## src/rtl/seg7_decimal.sv

```systemverilog
// seg7_decimal
// Drives a 4-digit, common-anode seven-segment display with the decimal
// representation of a 16-bit unsigned value. The value is registered,
// converted to BCD with a shift-and-add-3 (double-dabble) network, and the
// BCD result is registered. A free-running refresh counter then multiplexes
// the four digits onto one shared segment bus.
//
// Display rules:
//   - Values above 9999 show a dash on every digit.
//   - Leading zeros are blanked. The ones digit is always lit, so zero
//     appears as a single "0".
//
// The segment bus and the digit enables come from the same register stage.
// Each segment pattern is therefore always paired with its own digit, and
// no glitch appears when the scan moves to the next digit.

module seg7_decimal #(
    parameter int REFRESH_BITS = 20
) (
    input  logic        clk,
    input  logic        clr,
    input  logic [15:0] data,
    output logic [7:0]  a_to_g,
    output logic [3:0]  an,
    output logic        dp
);

    // Segment patterns for a_to_g[6:0], active-low, bit6 = a ... bit0 = g.
    localparam logic [6:0] SEG_BLANK = 7'h7F;
    localparam logic [6:0] SEG_DASH  = 7'h7E;

    localparam logic [REFRESH_BITS-1:0] COUNT_ONE = 1;

    // Refresh counter; its top two bits select the digit being driven.
    logic [REFRESH_BITS-1:0] counter_q;
    logic [REFRESH_BITS-1:0] counter_d;
    logic [1:0]              digit_sel;

    // Input register.
    logic [15:0] data_q;
    logic [15:0] data_d;

    // Raw double-dabble result: five BCD digits, ten-thousands in [19:16].
    logic [19:0] bcd_raw;

    // Registered BCD digits plus the out-of-range flag.
    logic [3:0] ones_q;
    logic [3:0] tens_q;
    logic [3:0] hundreds_q;
    logic [3:0] thousands_q;
    logic       over_q;
    logic [3:0] ones_d;
    logic [3:0] tens_d;
    logic [3:0] hundreds_d;
    logic [3:0] thousands_d;
    logic       over_d;

    // Output registers.
    logic [3:0] an_q;
    logic [3:0] an_d;
    logic [7:0] seg_q;
    logic [7:0] seg_d;

    // Per-digit selection used to build the next output pattern.
    logic [3:0] cur_digit;
    logic       cur_show;
    logic [6:0] cur_seg;

    // Maps one BCD digit to its active-low segment pattern.
    function automatic logic [6:0] encode_digit(input logic [3:0] digit);
        logic [6:0] seg;
        case (digit)
            4'd0:    seg = 7'h01;
            4'd1:    seg = 7'h4F;
            4'd2:    seg = 7'h12;
            4'd3:    seg = 7'h06;
            4'd4:    seg = 7'h4C;
            4'd5:    seg = 7'h24;
            4'd6:    seg = 7'h20;
            4'd7:    seg = 7'h0F;
            4'd8:    seg = 7'h00;
            4'd9:    seg = 7'h04;
            default: seg = SEG_BLANK;
        endcase
        return seg;
    endfunction

    // The counter runs freely and wraps. The input is sampled every cycle.
    always_comb begin
        counter_d = counter_q + COUNT_ONE;
        data_d    = data;
    end

    assign digit_sel = counter_q[REFRESH_BITS-1 -: 2];

    // Double-dabble: before each shift, any BCD digit of 5 or more gets 3
    // added, so that the following shift carries correctly into the next
    // decimal digit.
    always_comb begin
        bcd_raw = '0;
        for (int i = 15; i >= 0; i--) begin
            for (int k = 0; k < 5; k++) begin
                if (bcd_raw[4*k +: 4] >= 4'd5) begin
                    bcd_raw[4*k +: 4] = bcd_raw[4*k +: 4] + 4'd3;
                end
            end
            bcd_raw = {bcd_raw[18:0], data_q[i]};
        end
    end

    // Splits the BCD result into the digit registers' next values. A
    // non-zero ten-thousands digit means the value exceeds 9999.
    always_comb begin
        ones_d      = bcd_raw[3:0];
        tens_d      = bcd_raw[7:4];
        hundreds_d  = bcd_raw[11:8];
        thousands_d = bcd_raw[15:12];
        over_d      = (bcd_raw[19:16] != 4'd0);
    end

    // Picks the digit to drive next, and applies dashing and leading-zero blanking.
    always_comb begin
        cur_digit = ones_q;
        cur_show  = 1'b1;
        an_d      = 4'b1110;
        case (digit_sel)
            2'd0: begin
                cur_digit = ones_q;
                cur_show  = 1'b1;
                an_d      = 4'b1110;
            end
            2'd1: begin
                cur_digit = tens_q;
                cur_show  = (tens_q != 4'd0) || (hundreds_q != 4'd0) ||
                            (thousands_q != 4'd0);
                an_d      = 4'b1101;
            end
            2'd2: begin
                cur_digit = hundreds_q;
                cur_show  = (hundreds_q != 4'd0) || (thousands_q != 4'd0);
                an_d      = 4'b1011;
            end
            default: begin
                cur_digit = thousands_q;
                cur_show  = (thousands_q != 4'd0);
                an_d      = 4'b0111;
            end
        endcase

        if (over_q) begin
            cur_seg = SEG_DASH;
        end else if (cur_show) begin
            cur_seg = encode_digit(cur_digit);
        end else begin
            cur_seg = SEG_BLANK;
        end

        seg_d = {1'b1, cur_seg};
    end

    // Registers the refresh counter, the input value, the BCD digits and the
    // display outputs. Reset blanks the display at once and rewinds the scan
    // to the ones digit.
    always_ff @(posedge clk or negedge clr) begin
        if (!clr) begin
            counter_q   <= '0;
            data_q      <= '0;
            ones_q      <= '0;
            tens_q      <= '0;
            hundreds_q  <= '0;
            thousands_q <= '0;
            over_q      <= 1'b0;
            an_q        <= 4'b1111;
            seg_q       <= 8'hFF;
        end else begin
            counter_q   <= counter_d;
            data_q      <= data_d;
            ones_q      <= ones_d;
            tens_q      <= tens_d;
            hundreds_q  <= hundreds_d;
            thousands_q <= thousands_d;
            over_q      <= over_d;
            an_q        <= an_d;
            seg_q       <= seg_d;
        end
    end

    assign an     = an_q;
    assign a_to_g = seg_q;
    assign dp     = 1'b1;

endmodule

```

## config.mk

```make
export PLATFORM = sky130hd
export DESIGN_NAME = seg7_decimal
export DESIGN_NICKNAME = d
export VERILOG_FILES = /design/src/rtl/seg7_decimal.sv
export SDC_FILE = /design/constraint.sdc
export NUM_CORES = 1
export LEC_CHECK = 0
export BUFFER_PORTS_ARGS = -buffer_cell sky130_fd_sc_hd__buf_4
export CAP_MARGIN = 20
export CORE_MARGIN = 2
export CORE_UTILIZATION = 45
export DETAILED_ROUTE_END_ITERATION = 10
export GPL_ROUTABILITY_DRIVEN = 0
export PLACE_DENSITY = 0.63
export SETUP_SLACK_MARGIN = 0.1
export SLEW_MARGIN = 20
export SYNTH_ARGS = -nofsm -noshare
export SYNTH_HDL_FRONTEND = slang
export SYNTH_SLANG_ARGS = --single-unit
```

## constraint.sdc

```tcl
create_clock -name clk -period 11.4 [get_ports clk]
set_input_delay 2.28 -clock clk [delete_from_list [all_inputs] [get_ports clk]]
set_output_delay 2.28 -clock clk [all_outputs]
set_load 0.01 [all_outputs]
```

==> qor.yml, run 1 <==
timing:
  post-route-period-util_pct: 92.94
  finClkSkew_ns: 0.009891
  fin_crit_ns: 10.60
  tightest_slew_ns: 0.8697
  rsz0062_at_grt: "no"
  layout_setup_ws_ns: 0.8049
  finalHoldViolCount: 0
  slew_violations: 0
  timing.fmax_mhz: 94.38
  slew_headroom_pct: 41.70
  setup_violations: 0
setup_path:
  reg2reg_slack_ns: 0.80
  critPathKind: "reg2reg"
  cpPeakStageDelay_ns: 0.57
  critPathLaunchType: "flip-flop"
  endpoint_kind: "flip-flop"
  slowest_stage: "or4_4"
  crit_required_ns: 11.62
  crit_family: "adder cells"
  worstPathArrival_ns: 10.81
  cp_num_buf_inv: 9
  cpMostUsedCell: "ha_1"
  critPathMaxFanout: 8
global_routing:
  antenna_found_initial: 0
  track_usage_pct: 20.66
  grt_first_pass_wirelength_um: 32640
  grt_pass1_vias: 6948
  overflow: 0
  grt_max_degree: 65
final_layout:
  diodes: 0
  nets: 1119
  layout_commonest_cell: "buf_4"
  mostFrequentLayoutCells: "buf_4 (97), nor2_1 (76), nand2_1 (61)"
  syn_to_final_growth_pct: 16.83
  stdcell_count: 1287
  post_route_cells_drive_above_1_share_pct: 23.63
logic_synthesis:
  synthesis.area_mm2: 0.008059
  ys_ff_latch: 64
  netlist_instances: 984
  yosys_warnings: 0
  yosys_most_used_dff: "dfrtp_1"
  ys_top_cells_by_area: "dfrtp_1 (16%), ha_1 (6.8%), nor2_1 (3.6%), dfstp_2 (3.6%), nand3_1 (3.1%)"
  synth_top_area_cell: "dfrtp_1"
  async_flop_share_pct: 100.0
  syn_area_per_cell_um2: 8.190
  synth-seq-area-share_pct: 20.04
  synth_edf_count: 0
  ys_types: 125
  yosysTopAreaCellShare_pct: 16.46
placement:
  pre_cts_ws_ns: -0.1615
  port_buffers: 28
  dpl.hpwl_um: 14300
  placed_cells: 1243
detailed_routing:
  routed_wl_um: 19710
  vias: 7832
  drtAntennaViolNets: 0
  firstDrtPassIters: 5
  detailedRoute.firstIterationViolations: 510
  wire_per_inst_um: 15.31
  drc: 0
  vias_per_cell: 6.085
die:
  die-area_mm2: 0.01900
  initial_utilization_pct: 46.27
  rows: 48
  die_w_um: 137.8
  ioPinCount: 31
  core_area_mm2: 0.01742
  die_h_um: 137.8
cts:
  htreeDepth: 3
  cts_buffers: 9
  clock-sinks: 64
  clockRootBuffer: "clkbuf_16"
  clk_latency_ns: 0.34
  clk_pin_slew_ns: 0.06
  cts_buffer_depth: 2
  cts_hold_buf: 0
  cts_tree: "built"
worst_hold_path:
  holdCritPathClass: "reg2reg"
status:
  outcome: "complete, no violations"
flow_run:
  cap_violations: 0
-- registers in the layout (all words and copies together) (netlist names) --
| signal | count |
|---|---|
| ones_q | 4 |
| a_to_g | 7 |
| an | 4 |
| counter_q | 20 |
| over_q | 1 |
| data_q | 16 |
| tens_q | 4 |
| thousands_q | 4 |
| hundreds_q | 4 |
-- per-stage QoR --
step	util [%]	instance area [um2]	TNS, ns	hold slack [ns]
4_1_cts	52.09	9072	0	0.3486
3_5_place_dp	49.89	8690	-0.1615	0.3347
3_3_place_gp	49.89	8690	0	0.3372
5_1_grt	54.06	9415	0	0.3684
2_1_floorplan	-	8063	0	0.3312
6_report	54.06	9415	0	0.3466
-- kinds of logic after synthesis --
group | synth area share, %
AO/OA/AOI/OAI | 35.17
other | 0.04653
XOR/XNOR | 4.534
flip-flops | 20.04
buffers and inverters | 5.030
adder cells (fa/ha/maj) | 6.955
multiplexers | 5.496
AND/OR/NAND/NOR | 22.73
-- routing by layer --
metal / track usage [%] / routed length, um / vias to the layer above
met4: 4.478 / 219 / 0
met3: 2.980 / 661 / 23
met1: 29.45 / 9644 / 3676
met2: 33.17 / 9185 / 167
met5: 0 / 0 / -
li1: - / - / 3966
-- repair_timing --
action,4_1_cts,5_1_grt
pin swaps,2,21
endpoints found under the setup margin,4,12
resized for setup,3,31
setup buffers,2,26
-- path summary, 6_finish.rpt --
check	end	depth (start not counted)	start
setup / recovery	hundreds_q[2]	55	data_q[14]
hold / removal	ones_q[0]	0	data_q[0]
setup reg to reg	hundreds_q[2]	55	data_q[14]
hold reg to reg	ones_q[0]	0	data_q[0]
max in group asynchronous	over_q	1	clr
min in group asynchronous	data_q[9]	1	clr
-- cell type report --
type                    count  area [um2]
multi-input cells         824        6200
repair buffers             98       739.5
fillers                  1641        8001
clock buffers               9       225.2
inverters                  60       225.2
well taps                 225       281.5
flip-flops and latches     64        1617
clock inverters             7       127.6
-- cells in the mapped netlist, types with 14 or more instances --
| cell type | n |
|---|---|
| mux2i_1 | 20 |
| nor2_1 | 78 |
| o211ai_1 | 23 |
| a21oi_1 | 47 |
| o21ai_1 | 14 |
| a211oi_1 | 17 |
| nand4_1 | 19 |
| nand2_1 | 61 |
| ha_1 | 44 |
| a21o_1 | 15 |
| o21ai_0 | 44 |
| nand3_1 | 50 |
| inv_1 | 52 |
| a31oi_1 | 15 |
| clkbuf_1 | 22 |
| xnor2_1 | 28 |
| nor3_1 | 25 |
| dfrtp_1 | 53 |
| o21a_1 | 14 |
Power of run 1 is not shown: default switching activity piles up to over one toggle a cycle in this logic, so the estimate is an artifact.
==> run 2: changes to the inputs <==
MAX_ROUTING_LAYER = met4   (was default)
==> run 2 against run 1 <==
  * Non-clock buffer count is the same
  * First-iteration DRC count grew 0.98%
  * Via count is 0.11% lower
  * Critical path type unchanged
  * Global-route usage increased by 0.59 points
  * Register-to-register slack about the same
  * Worst setup slack got worse by 0.0043 ns
  * Critical endpoint unchanged
  * Sequential share of layout area is the same
  * Final area stayed put
  * Fmax hardly changed
  * Critical path depth unchanged
  * Die area unchanged
  * Utilization did not move
==> qor.yml, run 2 (synthesis results as in run 1) <==
status:
  outcome: "complete, no violations"  # unchanged
placement:
  dpl.hpwl_um: 14300  # unchanged
  placed_cells: 1243  # unchanged
  placed_area_mm2: 0.008690  # unchanged
  port_buffers: 28  # unchanged
die:
  core_area_mm2: 0.01742  # unchanged
  initial_utilization_pct: 46.27  # unchanged
  ioPinCount: 31  # unchanged
  die_w_um: 137.8  # unchanged
  die-area_mm2: 0.01900  # unchanged
  die_h_um: 137.8  # unchanged
  rows: 48  # unchanged
final_layout:
  largest_register: "counter_q"  # unchanged
  fillers: 1641  # unchanged
  largest_reg_flops: 20  # unchanged
  syn_to_final_growth_pct: 16.83  # unchanged
  nets: 1119  # unchanged
  multiInputGateArea_mm2: 0.006200  # unchanged
  postLayoutCellArea_mm2: 0.009415  # unchanged
  post_route_cells_drive_above_1_share_pct: 23.63  # unchanged
  diodes: 0  # unchanged
  mostFrequentLayoutCells: "buf_4 (97), nor2_1 (76), nand2_1 (61)"  # unchanged
  stdcell_count: 1287  # unchanged
  seq_area_mm2: 0.001617  # unchanged
  layout_commonest_cell: "buf_4"  # unchanged
timing:
  setup_violations: 0  # unchanged
  rsz0062_at_grt: "no"  # unchanged
  post-route-period-util_pct: 92.98  # was 92.94%
  finalHoldViolCount: 0  # unchanged
  whs_ns: 0.3466  # about the same
  finClkSkew_ns: 0.009596  # was 0.009891 ns
  tightest_slew_ns: 0.8678  # was 0.8697 ns
  timing.fmax_mhz: 94.34  # was 94.38 MHz
  fin_crit_ns: 10.60  # about the same
  tns_ns: 0  # unchanged
  slew_violations: 0  # unchanged
  slew_headroom_pct: 41.83  # was 41.70%
global_routing:
  antenna_found_initial: 0  # unchanged
  track_usage_pct: 21.25  # was 20.66%
  grt_first_pass_wirelength_um: 32640  # about the same
  grt_max_degree: 65  # unchanged
  grt_pass1_vias: 6960  # was 6948
  overflow: 0  # unchanged
cts:
  clk_latency_ns: 0.34  # about the same
  cts_buffer_depth: 2  # unchanged
  cts_hold_buf: 0  # unchanged
  clock-sinks: 64  # unchanged
  cts_tree: "built"  # unchanged
  htreeDepth: 3  # unchanged
  clockRootBuffer: "clkbuf_16"  # unchanged
  clk_pin_slew_ns: 0.06  # about the same
  cts_buffers: 9  # unchanged
detailed_routing:
  detailedRoute.firstIterationViolations: 515  # was 510
  vias: 7823  # was 7832
  drc: 0  # unchanged
  firstDrtPassIters: 5  # unchanged
  vias_per_cell: 6.078  # was 6.085
  wire_per_inst_um: 15.34  # was 15.31 um
  routed_wl_um: 19740  # was 19710 um
  drtAntennaViolNets: 0  # unchanged
setup_path:
  crit_required_ns: 11.62  # about the same
  cpPeakStageDelay_ns: 0.57  # about the same
  critPathMaxFanout: 8  # unchanged
  critPathLaunchType: "flip-flop"  # unchanged
  endpoint_kind: "flip-flop"  # unchanged
  cpMostUsedCell: "ha_1"  # unchanged
  worstPathArrival_ns: 10.82  # was 10.81 ns
  slowest_stage: "or4_4"  # unchanged
  reg2reg_slack_ns: 0.80  # about the same
  critPathKind: "reg2reg"  # unchanged
worst_hold_path:
  holdCritPathClass: "reg2reg"  # unchanged
flow_run:
  cap_violations: 0  # unchanged
-- run 2: cell counts in the layout (fill, tap and decap cells not counted) --
Identical to the previous run, type by type.
-- run 2: cell type report --
cell class	count	share of cell area (%)
inverters	60	2.392
flip-flops and latches	64	17.17
well taps	225	2.990
multi-input cells	824	65.85
clock inverters	7	1.355
clock buffers	9	2.392
repair buffers	98	7.854
-- run 2: timing repair --
item / 4_1_cts / 5_1_grt
gates resized for setup: 3 / 31
setup endpoints to repair: 4 / 12
setup buffers: 2 / 26
cloned: 0 / 0
pin swaps: 2 / 21
-- run 2: final timing paths --
path | to | depth (start not counted) | startpoint
max reg2reg | hundreds_q[2] | 55 | data_q[14]
min | ones_q[0] | 0 | data_q[0]
min in group asynchronous | data_q[13] | 1 | clr
max | hundreds_q[2] | 55 | data_q[14]
min reg2reg | ones_q[0] | 0 | data_q[0]
max in group asynchronous | over_q | 1 | clr
-- run 2: through the flow --
stage	worst slack, ns	utilization (%)
2_1_floorplan	0.1252	-
3_3_place_gp	0.2124	49.89
3_5_place_dp	-0.1615	49.89
4_1_cts	0.1131	52.09
5_1_grt	0.01329	54.06
6_report	0.8006	54.06
-- run 2: worst max-delay path: cells and delay by family (launching register included) --
family | cells | cell delay (ns)
fa+ha+maj | 12 | 2.81
compound gates | 15 | 2.73
mux | 2 | 0.50
simple gates | 14 | 2.28
buf+inv | 9 | 0.93
xor+xnor | 3 | 0.75
flops | 1 | 0.45
-- run 2: routing by layer --
layer / global-route usage, % / part of all wire (%) / vias up
li1: - / - / 3960
met1: 29.38 / 49 / 3662
met4: 4.478 / 1.0 / 0
met2: 33.22 / 46 / 182
met5: - / 0 / -
met3: 2.980 / 3.6 / 19
Power of run 2 is left out for the same reason.
